==> src/rtl/recv_m_1ofn_pkg.sv <==
// Shared definitions for the e1ofN channel adapters (recv_m_1ofn, send_m_1ofn).
//   digit_bits(n) : binary width of one 1-of-n digit, never less than 1
//   state_e       : adapter FSM states
//   idx(d, r, n)  : flat rail index of digit d, rail r in an n-rail code
package e1ofn_pkg;

   function automatic int digit_bits(input int n);
      int b;
      b = $clog2(n);
      return (b < 1) ? 1 : b;
   endfunction

   typedef enum logic [1:0] {
      IDLE  = 2'd0,
      FULL  = 2'd1,
      DRAIN = 2'd2
   } state_e;

   function automatic int idx(input int d, input int r, input int n);
      return d * n + r;
   endfunction

endpackage

==> src/rtl/recv_m_1ofn_if.sv <==
// Channel bundle between an e1ofN sender, the receive adapter and its
// synchronous consumer.
//   in_rails  : M*N delay-insensitive rails, digit d rail r at d*N+r
//   in_en     : enable back to the sender (1 = send, 0 = acknowledge)
//   rtl_data  : decoded token, digit d at [d*B +: B]
//   rtl_valid : token held
//   rtl_ready : consumer accepts when valid and ready are both 1
// slave  : the receive adapter side
// master : the environment (sender + consumer) side
interface recv_m_1ofn_if
   import e1ofn_pkg::*;
#(
   parameter int M = 9,
   parameter int N = 2
);
   localparam int B = digit_bits(N);
   localparam int W = M * B;

   logic [M*N-1:0] in_rails;
   logic           in_en;
   logic [W-1:0]   rtl_data;
   logic           rtl_valid;
   logic           rtl_ready;

   modport slave (
      input  in_rails,
      input  rtl_ready,
      output in_en,
      output rtl_data,
      output rtl_valid
   );

   modport master (
      output in_rails,
      output rtl_ready,
      input  in_en,
      input  rtl_data,
      input  rtl_valid
   );
endinterface

==> src/rtl/recv_m_1ofn_rail_sync.sv <==
// Multi-stage flop synchronizer, one independent chain per bit.
//   clk_i   : destination clock
//   rst_n_i : asynchronous active-low clear of every stage
//   d_i     : asynchronous inputs
//   q_o     : synchronized outputs, STAGES cycles behind d_i
module rail_sync #(
   parameter int WIDTH  = 1,
   parameter int STAGES = 2
) (
   input  logic             clk_i,
   input  logic             rst_n_i,
   input  logic [WIDTH-1:0] d_i,
   output logic [WIDTH-1:0] q_o
);
   logic [STAGES-1:0][WIDTH-1:0] stage_q;

   always_ff @(posedge clk_i or negedge rst_n_i) begin
      if (!rst_n_i) begin
         stage_q <= '0;
      end else begin
         stage_q <= {stage_q[STAGES-2:0], d_i};
      end
   end

   assign q_o = stage_q[STAGES-1];
endmodule

==> src/rtl/recv_m_1ofn.sv <==
// Receive adapter: e1ofN channel (M digits of N rails + enable) to a
// one-token synchronous valid/ready stream.
//   CLK    : clock
//   _RESET : asynchronous active-low reset
//   bus    : channel bundle (slave side), see recv_m_1ofn_if
//
// state | meaning
// IDLE  | enable high, waiting for a complete codeword
// FULL  | token held, enable low, waiting for the consumer
// DRAIN | token consumed, enable low, waiting for the rails to go neutral
module recv_m_1ofn
   import e1ofn_pkg::*;
#(
   parameter int M           = 9,
   parameter int N           = 2,
   parameter int SYNC_STAGES = 2
) (
   input  logic          CLK,
   input  logic          _RESET,
   recv_m_1ofn_if.slave  bus
);
   localparam int B = digit_bits(N);
   localparam int W = M * B;

   logic [M*N-1:0] rails_s;
   logic [W-1:0]   dec_data;
   logic           complete;
   logic           neutral;
   logic           handshake;

   state_e         state_q, state_d;
   logic           en_q, en_d;
   logic           valid_q, valid_d;
   logic [W-1:0]   data_q, data_d;

   rail_sync #(
      .WIDTH  (M*N),
      .STAGES (SYNC_STAGES)
   ) u_sync (
      .clk_i   (CLK),
      .rst_n_i (_RESET),
      .d_i     (bus.in_rails),
      .q_o     (rails_s)
   );

   // A digit counts as complete only when exactly one rail is high, so a
   // glitching multi-rail digit simply holds off capture.
   always_comb begin
      logic [N-1:0] digit;
      logic [B-1:0] val;
      complete = 1'b1;
      dec_data = '0;
      for (int d = 0; d < M; d++) begin
         digit = rails_s[idx(d, 0, N) +: N];
         if (digit == '0 || (digit & (digit - N'(1))) != '0) begin
            complete = 1'b0;
         end
         val = '0;
         for (int r = 0; r < N; r++) begin
            if (digit[r]) begin
               val = val | B'(r);
            end
         end
         dec_data[d*B +: B] = val;
      end
   end

   assign neutral   = (rails_s == '0);
   assign handshake = valid_q & bus.rtl_ready;

   always_ff @(posedge CLK or negedge _RESET) begin
      if (!_RESET) begin
         state_q <= IDLE;
         en_q    <= 1'b1;
         valid_q <= 1'b0;
         data_q  <= '0;
      end else begin
         state_q <= state_d;
         en_q    <= en_d;
         valid_q <= valid_d;
         data_q  <= data_d;
      end
   end

   always_comb begin
      state_d = state_q;
      en_d    = en_q;
      valid_d = valid_q;
      data_d  = data_q;
      unique case (state_q)
         IDLE: begin
            en_d    = 1'b1;
            valid_d = 1'b0;
            if (complete) begin
               data_d  = dec_data;
               valid_d = 1'b1;
               en_d    = 1'b0;
               state_d = FULL;
            end
         end
         FULL: begin
            // Neutral alone does not reopen the enable: that would let a
            // second codeword in before the held token is consumed.
            en_d    = 1'b0;
            valid_d = 1'b1;
            if (handshake) begin
               valid_d = 1'b0;
               if (neutral) begin
                  en_d    = 1'b1;
                  state_d = IDLE;
               end else begin
                  state_d = DRAIN;
               end
            end
         end
         DRAIN: begin
            en_d    = 1'b0;
            valid_d = 1'b0;
            if (neutral) begin
               en_d    = 1'b1;
               state_d = IDLE;
            end
         end
         default: begin
            en_d    = 1'b1;
            valid_d = 1'b0;
            state_d = IDLE;
         end
      endcase
   end

   assign bus.in_en     = en_q;
   assign bus.rtl_valid = valid_q;
   assign bus.rtl_data  = data_q;
endmodule

==> src/flat_wrapper.sv <==
// flat-port wrapper written by rule: the top's interface ports become plain ports
module recv_m_1ofn_flat import e1ofn_pkg::*;
#(
   parameter int M           = 9,
   parameter int N           = 2,
   parameter int SYNC_STAGES = 2
)
  (CLK, _RESET, bus_in_rails, bus_rtl_ready, bus_in_en, bus_rtl_data, bus_rtl_valid);
  recv_m_1ofn_if #(.M(M), .N(N)) bus_i ();
  input  logic CLK;
  input  logic _RESET;
  input wire logic [$bits(bus_i.in_rails)-1:0] bus_in_rails;
  input wire logic [$bits(bus_i.rtl_ready)-1:0] bus_rtl_ready;
  output wire logic [$bits(bus_i.in_en)-1:0] bus_in_en;
  output wire logic [$bits(bus_i.rtl_data)-1:0] bus_rtl_data;
  output wire logic [$bits(bus_i.rtl_valid)-1:0] bus_rtl_valid;
  assign bus_i.in_rails = bus_in_rails;
  assign bus_i.rtl_ready = bus_rtl_ready;
  assign bus_in_en = bus_i.in_en;
  assign bus_rtl_data = bus_i.rtl_data;
  assign bus_rtl_valid = bus_i.rtl_valid;
  recv_m_1ofn #(.M(M), .N(N), .SYNC_STAGES(SYNC_STAGES)) u_core (.CLK(CLK), ._RESET(_RESET), .bus(bus_i));
endmodule
==> config.mk <==
export PLATFORM = sky130hd
export DESIGN_NAME = recv_m_1ofn_flat
export DESIGN_NICKNAME = d
export VERILOG_FILES = /design/src/rtl/recv_m_1ofn_pkg.sv /design/src/rtl/recv_m_1ofn_if.sv /design/src/rtl/recv_m_1ofn_rail_sync.sv /design/src/rtl/recv_m_1ofn.sv /design/src/flat_wrapper.sv
export SDC_FILE = /design/constraint.sdc
export NUM_CORES = 1
export LEC_CHECK = 0
export BUFFER_PORTS_ARGS = -buffer_cell sky130_fd_sc_hd__buf_2
export CORE_UTILIZATION = 48
export CTS_CLUSTER_SIZE = 30
export DETAILED_ROUTE_END_ITERATION = 8
export GPL_TIMING_DRIVEN = 0
export PLACE_DENSITY_LB_ADDON = 0.05
export RECOVER_POWER = 25
export SYNTH_ARGS = -nofsm -noshare
export SYNTH_HDL_FRONTEND = slang
export SYNTH_SLANG_ARGS = --single-unit
==> constraint.sdc <==
create_clock -name CLK -period 1.6 [get_ports CLK]
set_input_delay 0.24 -clock CLK [delete_from_list [all_inputs] [get_ports CLK]]
set_output_delay 0.24 -clock CLK [all_outputs]
set_load 0.02 [all_outputs]
==> impl_metrics.py <==
metrics = {
    "clock_network": {
        "cts_root_buffer": "clkbuf_4",
        "cts_made_buffers": 5,
        "cts.sinks": 49,
        "path_clk_slew_ns": 0.13,
        "cts_buffer_depth": 2,
        "cts_tree": "done",
        "clkLatencyLatePin_ns": 0.36,
        "cts.htree.levels": 2,
    },
    "detailed_routing": {
        "wl_per_cell_microns": 12.3,
        "first_pass_iters": 4,
        "num_vias": 951,
        "drt_iter0_drc": 31,
        "routed_via_density": 4.51,
        "drc": 0,
        "ant_nets": 0,
        "wl_mm": 2.60,
    },
    "synth": {
        "syn_area_sq_um": 1690,
        "synth_adder_area_share_pct": 6.65,
        "ys_ff_latch": 49,
        "synth_top_area_share_pct": 70.9,
        "synth-xor-area-share_pct": 0,
        "synth_largest_area_cell": "dfrtp_1",
        "async_flop_share_pct": 100,
        "synth_top_family_by_area": "multiplexers",
        "synth_mux_area_share_pct": 8.35,
        "avgSynthCellArea_sq_um": 16.3,
        "synth_compound_area_share_pct": 2.51,
        "seq_area_frac_synth_pct": 72.5,
        "synth_simple_gate_area_share_pct": 5.17,
        "ys_types": 22,
        "synth_edf_count": 0,
        "synth_ff_type": "dfrtp_1",
        "synth_area_leaders": "dfrtp_1, mux2_4, ha_1",
        "syn-num-nets": 134,
        "yosysWarnings": 0,
        "syn_inst": 104,
    },
    "worst_setup_path": {
        "critPathBufInv": 2,
        "path_cells": "inv_1 > ha_4 > nand4_4 > nor4b_4 > buf_4 > mux2_4",
        "endpoint_kind": "register",
        "cpMaxStageDelayCell": "dfrtp_1",
        "criticalPathCategory": "reg2reg",
        "slowest_delay_ns": 0.37,
        "worstPathRequired_ns": 1.86,
        "critPathMaxFanout": 4,
        "cp.arrival_ns": 2.04,
        "critical_path.top_delay_family": "simple AND/OR/NAND/NOR gates",
        "crit_path_start_kind": "register",
    },
    "sta": {
        "tightest_slew_ns": 1.03,
        "rsz0062_at_grt": "yes",
        "fin_ws_ns": -0.182,
        "layout_min_cycle_time_ns": 1.78,
        "hold_violations": 0,
        "fmax_mhz": 561,
        "period_share_pct": 111,
        "tns_ns": -1.65,
        "slew_viol_final": 0,
        "max_slew_margin_pct": 31.2,
        "setup_violations": 11,
        "finClkSkew_ns": 0.0106,
    },
    "pwr": {
        "cellLeakagePower_nw": 1.13,
        "power.density_nw_per_um2": 983,
        "power.total_mw": 2.20,
        "vdd_drop_max_mv": 0.589,
    },
    "placed_design": {
        "port_buffers": 31,
        "dp_slack_ns": -0.191,
        "dp_hpwl_mm": 1.47,
        "gp_congestion": 0.704,
    },
    "run": {
        "drv_cap": 0,
    },
    "global_routing": {
        "grt_antenna_before_repair": 0,
        "grt_pass1_vias": 892,
        "grt_max_degree": 50,
        "grt_remaining_overflow": 0,
        "track_usage_pct": 16.4,
        "grt_pass1_wl_mm": 4.03,
    },
    "outcome": {
        "violations": "setup timing",
        "status": "finished, violations left",
    },
    "cells_and_area": {
        "synthToLayoutAreaGrowth_pct": 32.1,
        "antennaDiodeCount": 0,
        "fin_nets": 194,
        "drive_above_1_share_pct": 39.4,
        "utilization_pct": 66.5,
    },
    "die": {
        "row_count": 21,
        "initial_core_util_pct": 50.4,
        "boundaryPins": 32,
        "dieHeight_microns": 61.4,
        "core_sq_um": 3360,
        "die-area_sq_um": 3770,
        "die_x_microns": 61.4,
    },
    "worst_hold_path": {
        "worstHoldPathType": "in2async",
    },
}
## layer usage
layer  share of wire, %  vias to the layer above  track usage (%)
met5                  0                        -                0
met4                2.0                        0             7.62
li1                   -                      460                -
met1                 41                      458             18.3
met3                4.5                        5             7.56
met2                 52                       28             26.9
## synth_stat cells (2+ instances only)
cell type  instances
inv_1             19
a31o_2             2
nand3_1            2
dfrtp_1           48
ha_1               9
mux2_4             8
## per-stage QoR
step           area [sq um]  hold WS (ns)  cells
6_report               2240        0.0506    211
5_1_grt                2240        0.0951    211
4_1_cts                2230        0.0778    211
3_5_place_dp           1910         0.335    181
3_3_place_gp           1910         0.332    181
2_1_floorplan          1690       -0.0556    104
## registers in the layout, indices dropped and copies added, names as in the netlist
name,cells
u_core.u_sync.q_o,18
u_core.bus.rtl_valid,1
u_core.state_q,2
u_core.u_sync.stage_q,18
u_core.bus.rtl_data,9
u_core.bus.in_en,1
## timing repair
action,CTS,global route
endpoints found under the setup margin,9,11
setup buffers,3,0
gates resized for setup,8,3
cloned,1,0
hold endpoints to repair,18,0
hold buffers,18,0
pin swaps,3,3
## area by class of cell
cell class | instances | area (sq um)
sequential | 49 | 1230
fill | 281 | 1130
multi-input combinational | 35 | 452
timing repair buffer | 53 | 365
inverter | 19 | 71.3
tap | 46 | 57.6
clock buffer | 7 | 45.0
buffer | 1 | 11.3
clock inverter | 1 | 7.51
## report_power, final
part	internal [mW]	switching (mW)
Sequential	1.33	0.0407
Combinational	0.156	0.152
Clock	0.174	0.346
## final timing paths
check	to	from	slack [ns]	depth (start not counted)
hold reg to reg	u_core.u_sync.q_o[16]	u_core.u_sync.stage_q[16]	0.36	0
setup / recovery	u_core.bus.rtl_data[7]	u_core.u_sync.q_o[17]	-0.18	6
setup reg to reg	u_core.bus.rtl_data[7]	u_core.u_sync.q_o[17]	-0.18	6
hold / removal	u_core.bus.rtl_valid	_RESET	0.05	1
max in group asynchronous	u_core.bus.rtl_data[2]	_RESET	0.92	1
min in group CLK	u_core.bus.in_en	bus_rtl_ready	0.22	3
## placed cells by master, fill, tap and decap left out
cell	netlist	routed
dfrtp_1	48	48
buf_2	0	31
dlygate4sd3_1	0	18
inv_1	19	16
mux2_4	8	9
ha_1	9	5
clkbuf_4	0	5
ha_4	0	4
buf_4	0	4
inv_2	0	3
a31o_2	2	2
clkbuf_1	0	2
nand2_1	1	1
nand2_2	1	1
nand4_4	0	1
nand3_2	0	1
nor2_1	1	1
nor4b_4	1	1
buf_6	1	1
and4_1	1	1
and3_1	1	1
nand4_1	1	1
nand3_1	2	1
a41oi_1	1	1
o31ai_1	1	1
o221ai_1	1	1
mux2i_1	1	1
and2_1	1	1
clkinvlp_4	0	1
dfstp_2	1	1
## cells by family (layout without fill, tap and decap cells)
group	Yosys count	in the layout
AO/OA/AOI/OAI	5	5
adder cells (fa/ha/maj)	9	9
buffers and inverters	20	81
flip-flops	49	49
multiplexers	10	10
AND/OR/NAND/NOR	11	11
Power figures use the tool's default switching activity.
